### src/rtl/clk_div_pkg.sv
// Shared types and helpers for the clock-divider ratio controller and its benches.
package clk_div_pkg;

    localparam int unsigned LEGAL_CHECK_W = 32;

    typedef enum logic [1:0] {
        IDLE      = 2'd0,
        WAIT_EDGE = 2'd1,
        SETTLE    = 2'd2
    } ctrl_state_e;

    // A divider ratio is usable when it is even and at least 2.
    function automatic logic ratio_is_legal(input logic [LEGAL_CHECK_W-1:0] ratio);
        return (ratio[0] == 1'b0) && (ratio >= LEGAL_CHECK_W'(2));
    endfunction

endpackage

### src/rtl/clk_edge_det.sv
// Samples a slow clock as data and flags its rising edges in the fast domain.
module clk_edge_det (
    input  logic i_clk,
    input  logic i_rst_n,
    input  logic i_sig,
    output logic o_rise_c
);

    logic prev_q;

    always_ff @(posedge i_clk) begin
        if (!i_rst_n) begin
            prev_q <= 1'b0;
        end else begin
            prev_q <= i_sig;
        end
    end

    assign o_rise_c = i_sig & ~prev_q;

endmodule

### src/rtl/clk_div_ctrl.sv
// Ratio/enable update controller for the even clock divider; applies changes
// only at divided-clock rising edges so the divider never emits a runt pulse.
module clk_div_ctrl
    import clk_div_pkg::*;
#(
    parameter int unsigned RATIO_WIDTH    = 8,
    parameter int unsigned RESET_RATIO    = 2,
    parameter int unsigned TIMEOUT_CYCLES = 512
) (
    input  logic                   i_clk,
    input  logic                   i_rst_n,
    input  logic                   i_req_valid,
    input  logic [RATIO_WIDTH-1:0] i_req_ratio,
    input  logic                   i_req_en,
    output logic                   o_req_ready,
    input  logic                   i_div_clk,
    output logic [RATIO_WIDTH-1:0] o_div_ratio,
    output logic                   o_div_en,
    output logic                   o_busy,
    output logic                   o_done,
    output logic                   o_err,
    output logic                   o_timeout
);

    localparam int unsigned          CNT_W    = $clog2(TIMEOUT_CYCLES);
    localparam logic [CNT_W-1:0]     CNT_LAST = CNT_W'(TIMEOUT_CYCLES - 1);
    localparam logic [RATIO_WIDTH-1:0] RST_RATIO = RATIO_WIDTH'(RESET_RATIO);

    ctrl_state_e            state_q, state_d;
    logic [CNT_W-1:0]       cnt_q, cnt_d;
    logic [RATIO_WIDTH-1:0] pend_ratio_q, pend_ratio_d;
    logic                   pend_en_q, pend_en_d;
    logic [RATIO_WIDTH-1:0] ratio_d;
    logic                   en_d;
    logic                   done_d, err_d, tmo_d;

    logic                   div_rise_c;
    logic                   accept_c;
    logic                   req_legal_c;
    logic [RATIO_WIDTH-1:0] req_ratio_eff_c;
    logic                   immediate_c;
    logic                   timeout_hit_c;

    clk_edge_det u_edge_det (
        .i_clk    (i_clk),
        .i_rst_n  (i_rst_n),
        .i_sig    (i_div_clk),
        .o_rise_c (div_rise_c)
    );

    // Request decode; a disable keeps the current ratio on the divider.
    always_comb begin
        accept_c        = i_req_valid & o_req_ready;
        req_legal_c     = !i_req_en || ratio_is_legal(LEGAL_CHECK_W'(i_req_ratio));
        req_ratio_eff_c = i_req_en ? i_req_ratio : o_div_ratio;
        immediate_c     = !o_div_en ||
                          ((req_ratio_eff_c == o_div_ratio) && (i_req_en == o_div_en));
        timeout_hit_c   = (cnt_q == CNT_LAST);
    end

    // State register
    always_ff @(posedge i_clk) begin
        if (!i_rst_n) begin
            state_q <= IDLE;
        end else begin
            state_q <= state_d;
        end
    end

    // Next-state logic
    always_comb begin
        state_d = state_q;
        unique case (state_q)
            IDLE: begin
                if (accept_c && req_legal_c && !immediate_c) begin
                    state_d = WAIT_EDGE;
                end
            end
            WAIT_EDGE: begin
                if (div_rise_c || timeout_hit_c) begin
                    state_d = SETTLE;
                end
            end
            SETTLE: begin
                if (!o_div_en || div_rise_c || timeout_hit_c) begin
                    state_d = IDLE;
                end
            end
            default: state_d = IDLE;
        endcase
    end

    // Output and datapath next values; an edge always takes priority over timeout.
    always_comb begin
        ratio_d      = o_div_ratio;
        en_d         = o_div_en;
        pend_ratio_d = pend_ratio_q;
        pend_en_d    = pend_en_q;
        cnt_d        = timeout_hit_c ? cnt_q : cnt_q + CNT_W'(1);
        done_d       = 1'b0;
        err_d        = 1'b0;
        tmo_d        = 1'b0;
        unique case (state_q)
            IDLE: begin
                cnt_d = '0;
                if (accept_c) begin
                    if (!req_legal_c) begin
                        err_d = 1'b1;
                    end else if (immediate_c) begin
                        ratio_d = req_ratio_eff_c;
                        en_d    = i_req_en;
                        done_d  = 1'b1;
                    end else begin
                        pend_ratio_d = req_ratio_eff_c;
                        pend_en_d    = i_req_en;
                    end
                end
            end
            WAIT_EDGE: begin
                if (div_rise_c || timeout_hit_c) begin
                    ratio_d = pend_ratio_q;
                    en_d    = pend_en_q;
                    done_d  = 1'b1;
                    tmo_d   = !div_rise_c;
                    cnt_d   = '0;
                end
            end
            SETTLE: begin
                if (!div_rise_c && timeout_hit_c) begin
                    tmo_d = 1'b1;
                end
            end
            default: begin
                cnt_d = '0;
            end
        endcase
    end

    // Registered outputs and datapath state
    always_ff @(posedge i_clk) begin
        if (!i_rst_n) begin
            o_div_ratio  <= RST_RATIO;
            o_div_en     <= 1'b0;
            o_req_ready  <= 1'b1;
            o_busy       <= 1'b0;
            o_done       <= 1'b0;
            o_err        <= 1'b0;
            o_timeout    <= 1'b0;
            pend_ratio_q <= RST_RATIO;
            pend_en_q    <= 1'b0;
            cnt_q        <= '0;
        end else begin
            o_div_ratio  <= ratio_d;
            o_div_en     <= en_d;
            o_req_ready  <= (state_d == IDLE);
            o_busy       <= (state_d != IDLE);
            o_done       <= done_d;
            o_err        <= err_d;
            o_timeout    <= tmo_d;
            pend_ratio_q <= pend_ratio_d;
            pend_en_q    <= pend_en_d;
            cnt_q        <= cnt_d;
        end
    end

endmodule

### config.mk
export PLATFORM = sky130hd
export DESIGN_NAME = clk_div_ctrl
export DESIGN_NICKNAME = d
export VERILOG_FILES = /design/src/rtl/clk_div_pkg.sv /design/src/rtl/clk_edge_det.sv /design/src/rtl/clk_div_ctrl.sv
export SDC_FILE = /design/constraint.sdc
export NUM_CORES = 1
export LEC_CHECK = 0
export CORE_ASPECT_RATIO = 1.1
export CORE_MARGIN = 5
export CORE_UTILIZATION = 35
export CTS_CLUSTER_SIZE = 12
export DETAILED_ROUTE_END_ITERATION = 10
export HOLD_SLACK_MARGIN = 0.03
export PLACE_DENSITY_LB_ADDON = 0.08
export REMOVE_ABC_BUFFERS = 1
export SYNTH_ARGS = -nofsm -noshare
export SYNTH_HDL_FRONTEND = slang
export SYNTH_SLANG_ARGS = --single-unit
export TNS_END_PERCENT = 5
### constraint.sdc
create_clock -name i_clk -period 2.2 [get_ports i_clk]
set_input_delay 0.33 -clock i_clk [delete_from_list [all_inputs] [get_ports i_clk]]
set_output_delay 0.33 -clock i_clk [all_outputs]
set_load 0.01 [all_outputs]
* Yosys cells after proc, flatten, opt, wreduce, memory -nomap -nowiden
Index checks and enable logic that the tools add are counted.
** Storage, ports and cells
- Register bits after elaboration :: 35
- Latch bits :: 0
- RAM bits :: 0
- ROM bits :: 0
- Input port bits :: 13
- Output and inout bits :: 14
- Logic and storage cells :: 76
- Memories :: 0
** Cells by class
- Add/subtract/negate cells :: 1
- Multiply operators :: 0
- Div/mod/pow operators :: 0
- $lt $le $gt $ge :: 1
- Equal/unequal tests :: 9
- Shift-type cells :: 0
- Mux-type cells :: 27
- Bitwise operators :: 5
- Reduce and logical (&&, ||, !) cells :: 21
** Operators with widths (number)
- $mux W8 :: 5
- $mux W9 :: 2
- $pmux W9 S2 :: 1
- $pmux W8 S2 :: 1
- $mux W1 :: 11
- $add A9 B1 Y9 const B :: 1
- $eq A9 B9 Y1 const B :: 1
- $eq A8 B8 Y1 :: 1
- $ge A8 B2 Y1 const B :: 1
- $ne A2 B2 Y1 const B :: 4
- $mux W2 :: 3
- $pmux W1 S2 :: 3
- $pmux W2 S3 :: 1
- $logic_and A1 B1 Y1 :: 5
- $logic_or A1 B1 Y1 :: 5
- $reduce_and A5 Y1 :: 1
- $logic_not A1 Y1 :: 4
- $logic_not A2 Y1 :: 2
- $reduce_and A4 Y1 :: 1
- $reduce_bool A2 Y1 :: 2
- $not A1 Y1 :: 3
- $reduce_and A3 Y1 :: 1
- $and A1 B1 Y1 :: 2
- $eq A2 B1 Y1 const B :: 1
- other kinds (2) :: 2

* Longest topological paths before layout
- Word-level depth :: 9
- Gate-level depth with buffers :: 8
- Depth with buffers taken out :: 7

* Modules after synthesis
From an unflattened synthesis, not the netlist that was laid out.
** Unflattened totals
- Cells, all modules :: 210
- Area total of the unflattened synthesis :: 1881.8 µm²
** By module, submodules not included
- clk_div_ctrl :: instances 1, cells an instance 207, area each 1841.8 µm², seq. area each 680.7 µm²
- clk_edge_det :: instances 1, cells an instance 3, area each 40.0 µm², seq. area each 20.0 µm²

* Least setup slack after synthesis
No wires, ideal clock.
- Kind :: register to register
- From :: register cnt_q[0]
- To :: register o_busy
- Library setup time :: 0.127 ns
- Data arrival time :: 1.765 ns
- Required time :: 2.073 ns
- Path slack :: 0.308 ns
- Cell stages (with the launch flop) :: 8
- Path buffers :: 1
- Period minus slack after synthesis :: 1.892 ns
- Cells stage by stage :: dfxtp_1 > ha_1 > and3_1 > clkbuf_2 > a31oi_1 > o21a_1 > a22o_1 > or3_1
** Between the ends
- Longest elaborated chain between the ends :: 5
- Elaborated cells on any way between the ends :: 7
- Classes of those cells :: eq/ne (1); mux (3); reduce/logical (3)
** Ends and longest elaborated chain
- start: declaration :: RTL line clk_div_ctrl.sv:30 : logic [CNT_W-1:0] cnt_q, cnt_d;
- start signal: assignment :: RTL line clk_div_ctrl.sv:162 : cnt_q <= cnt_d;
- $eq A9 B9 Y1 * :: RTL line clk_div_ctrl.sv:58 : timeout_hit_c = (cnt_q == CNT_LAST);
- $logic_or A1 B1 Y1 (on tied branches) :: RTL line clk_div_ctrl.sv:85, clk_div_ctrl.sv:80
- $mux W2 (on tied branches) :: RTL line clk_div_ctrl.sv:85, clk_div_ctrl.sv:80
- $pmux W2 S3 * :: RTL line clk_div_ctrl.sv:73 : unique case (state_q)
- $reduce_bool A2 Y1 * :: RTL line clk_div_ctrl.sv:156 : o_busy <= (state_d != IDLE);
- end signal: assignment :: RTL line clk_div_ctrl.sv:156
- end: declaration :: RTL line clk_div_ctrl.sv:19 : output logic o_busy,
Every way passes the cells marked *; elsewhere a longest branch is shown, timed or not.
A chain may end at the register's enable or synchronous reset.

* Worst setup path in the final report
- From :: input i_req_ratio[4]
- To :: register o_busy
** Between the ends
- Longest elaborated chain between the ends :: 9
- Elaborated cells on any way between the ends :: 13
- Classes of those cells :: order compare (1); eq/ne (1); mux (3); reduce/logical (8)
** Ends and longest elaborated chain
- start: declaration :: RTL line clk_div_ctrl.sv:13 : input logic [RATIO_WIDTH-1:0] i_req_ratio,
- parallel branches: the longest is 5 deep, another holds $ge A8 B2 Y1
- $logic_and A1 B1 Y1 * :: RTL line clk_div_ctrl.sv:75 : if (accept_c && req_legal_c && !immediate_c) begin
- $mux W2 * :: RTL line clk_div_ctrl.sv:75
- $pmux W2 S3 * :: RTL line clk_div_ctrl.sv:73
- $reduce_bool A2 Y1 * :: RTL line clk_div_ctrl.sv:156
Mark *: on every way between the ends.

==> results by group <==
Timing
  – Max-slew violations: 0
  – Crit path time final: 2.08 ns
  – Layout Skew: 0.0103 ns
  – Worst slew pin tran: 0.690 ns
  – Relative slew slack: 53.9%
  – RSZ-0062 raised after global routing: true
  – Final hold vios: 0
  – Fin crit share: 94.4%
  – Worst setup margin: 0.124 ns
  – Peak Freq: 0.482 GHz
  – Final setup violation count: 0

Routing
  – Vias per cell: 5.05
  – DR pass1 iterations: 4
  – Via count: 1556
  – Final WL: 4.27 mm
  – Antenna-violating nets left: 0
  – Drt drc: 0
  – Number of DRC markers in iteration 0: 59
  – Detailed-route wire length per cell: 13.9 µm

Critical path
  – CP Max Fanout: 4
  – Worst-case reg-to-reg path depth: 8
  – Setup crit end: o_busy
  – Worst Setup SP: i_req_ratio[4]
  – Critical path class: in2reg
  – CP Cell Sequence: clkdlybuf4s50_1, or4_4, o21ai_4, nor4_1, a22o_1, or3_1
  – Arr. time, crit path: 2.24 ns
  – Critical path's top delay family: simple AND/OR/NAND/NOR gates
  – CP Depth: 6
  – CP max stage delay: 0.60 ns
  – Reg2Reg Launch Point: state_q[1]
  – CP endpoint kind: flip-flop
  – Slowest CP cell: or4_4
  – Reg2Reg Setup Slack: 0.20 ns
  – Worst path bufs/invs: 1
  – Worst Path Required: 2.36 ns
  – CP Launch Type: primary input
  – RR Endpoint: o_div_ratio[4]

Synth
  – Mapped cell area: 1830 µm²
  – Synthesized instance count: 209
  – Synth Register Bits: 35
  – Sequential-to-total area share from yosys stat: 38.4%
  – Syn_area_per_cell: 8.73 µm²
  – Count of unique library cells instantiated by Yosys: 42
  – Ys Warns: 0

Clock network
  – Clk Tree Root Cell: clkbuf_8
  – CTS tree: yes
  – Longest Clk Path Bufs: 2
  – Worst skew pair latency: 0.29 ns
  – Reg clk slew, reported paths: 0.07 ns
  – CTS buffer count: 5
  – CTS Hold Buffers Added: 0
  – Sink Count: 35
  – H-tree depth: 2

Power and ir drop
  – Static Leakage: 0.979 nW
  – Pwr dens: 559 nW/µm²
  – Pwr Total: 1.32 mW
  – Worst VDD drop: 0.321 mV

Die
  – Ports: 27
  – Core footprint: 5030 µm²
  – Core Rows: 27
  – Initial core utilization: 36.3%
  – DIE WIDTH: 78.9 µm
  – Die area: 6760 µm²
  – Die height: 85.7 µm

Run
  – Max cap viols: 0

GRT
  – Number of global-route vias before repair: 1479
  – Global-route wire length before repair: 7.23 mm
  – Pin count of the biggest net entering global routing: 30
  – Gr ovfl total: 0
  – Total Routing Usage GR: 13.5%
  – Initial antenna violation count: 0

Status
  – Status: finished, final reports clean

Layout
  – Layout Utilization: 46.8%
  – Layout Nets: 268
  – Area growth syn-to-layout: 29.0%
  – Fraction of layout cells with a size suffix above 1: 13.2%
  – Multi-input combinational cell area: 1090 µm²
  – Antenna fix cells: 0
  – Number of fill cells: 500
  – Sequential Area: 701 µm²

Placement
  – PortBufs: 26
  – Placement Setup Slack: -0.249 ns
  – GPL Wtd Cong: 0.749
  – Detailed-placement wirelength estimate: 3.23 mm

Worst hold path
  – Min-Delay Path Class: reg2reg
power by group:
part	leakage [nW]	switching [mW]	internal [mW]	total, mW
clock	0.0440	0.228	0.216	0.444
combinational	0.652	0.104	0.107	0.211
sequential	0.283	0.0127	0.649	0.662
total	0.979	0.344	0.972	1.32
repair_timing:
item / in CTS / in global routing
gates resized for setup: 0 / 4
setup endpoints to repair: 0 / 12
setup buffers: 0 / 0
sequential cells by signal (all words and copies together) (netlist names):
signal	count
o_done	1
pend_en_q	1
u_edge_det.prev_q	1
o_timeout	1
state_q	2
o_busy	1
o_div_ratio	8
pend_ratio_q	8
cnt_q	9
o_div_en	1
o_req_ready	1
o_err	1
through the flow:
step | area (µm²) | hold WS, ns | instances | TNS, ns
4_1_cts | 2330 | 0.460 | 308 | 0
6_report | 2350 | 0.458 | 308 | 0
2_1_floorplan | 1790 | 0.431 | 200 | -0.257
3_3_place_gp | 2250 | 0.445 | 301 | -2.34
5_1_grt | 2350 | 0.516 | 308 | -0.0123
3_5_place_dp | 2250 | 0.448 | 301 | -2.84
cell families after synthesis:
| group | after synthesis | share of synthesized area [%] |
|---|---|---|
| AO/OA/AOI/OAI | 39 | 15.8 |
| flip-flops | 35 | 38.4 |
| XOR/XNOR | 12 | 5.76 |
| adder cells (fa/ha/maj) | 5 | 3.43 |
| multiplexers | 20 | 11.0 |
| buffers and inverters | 14 | 3.15 |
| AND/OR/NAND/NOR | 84 | 22.4 |
final cells by class:
| cell class | count | share of cell area [%] |
|---|---|---|
| multi-input cells | 160 | 46.2 |
| inverters | 5 | 0.797 |
| flip-flops and latches | 35 | 29.8 |
| well taps | 58 | 3.08 |
| clock inverters | 2 | 0.584 |
| repair buffers | 43 | 16.6 |
| clock buffers | 5 | 2.92 |
worst min-delay path by stage:
stage / from / endpoint / slack (ns) / cells after the start
2_1_floorplan: pend_en_q / pend_en_q / 0.43 / 2
3_3_place_gp: pend_en_q / pend_en_q / 0.45 / 2
3_5_place_dp: pend_en_q / pend_en_q / 0.45 / 2
4_1_cts: pend_en_q / pend_en_q / 0.46 / 2
5_1_grt: pend_ratio_q[3] / pend_ratio_q[3] / 0.52 / 1
6_report: pend_en_q / pend_en_q / 0.46 / 2
cells in the mapped netlist, drive strengths merged:
master | count | area, µm²
dfxtp | 35 | 701
nand2 | 32 | 120
mux2i | 19 | 190
nor2 | 15 | 56.3
nand3 | 11 | 55.1
o21ai | 10 | 61.3
xnor2 | 9 | 78.8
clkbuf | 7 | 27.5
a211oi | 6 | 45.0
a21oi | 6 | 30.0
ha | 5 | 62.6
inv | 5 | 18.8
o211a | 5 | 50.1
and3 | 4 | 25.0
nand4 | 4 | 25.0
nor3 | 4 | 25.0
a31oi | 3 | 18.8
nand2b | 3 | 18.8
xor2 | 3 | 26.3
and2 | 2 | 12.5
buf | 2 | 11.3
nor2b | 2 | 12.5
nor4 | 2 | 12.5
o211ai | 2 | 20.0
a2111oi | 1 | 15.0
a21o | 1 | 7.51
a22o | 1 | 8.76
and4 | 1 | 8.76
mux2 | 1 | 11.3
o21a | 1 | 7.51
o221ai | 1 | 8.76
o31a | 1 | 8.76
o31ai | 1 | 7.51
or2 | 1 | 6.26
or3 | 1 | 6.26
or4 | 1 | 11.3
or4b | 1 | 13.8
placed cells by master, fill, tap and decap left out, drive strengths merged, types with 3 or more instances in the layout:
cell / instances
o21ai: 10
a21oi: 6
xor2: 3
dfxtp: 35
nor2: 15
a211oi: 6
nand4: 4
inv: 5
nand2: 32
a31oi: 3
ha: 5
o211a: 5
and3: 4
buf: 17
nand2b: 3
clkbuf: 5
xnor2: 9
clkdlybuf4s50: 26
mux2i: 19
nor3: 4
nand3: 11
per-layer routing:
layer  up-vias  track usage [%]  wire, µm
met5         -                0         0
met4         0             4.22        57
met3         7             3.15       143
met2        21             21.9      1970
met1       707             18.0      2100
li1        821                -         -
tightest hold or removal path, cell delays in order, from the launching register on:
cell	delay [ns]
dfxtp_1	0.31
nand2_1	0.05
mux2i_1	0.05
(Power assumes the default switching activity.)
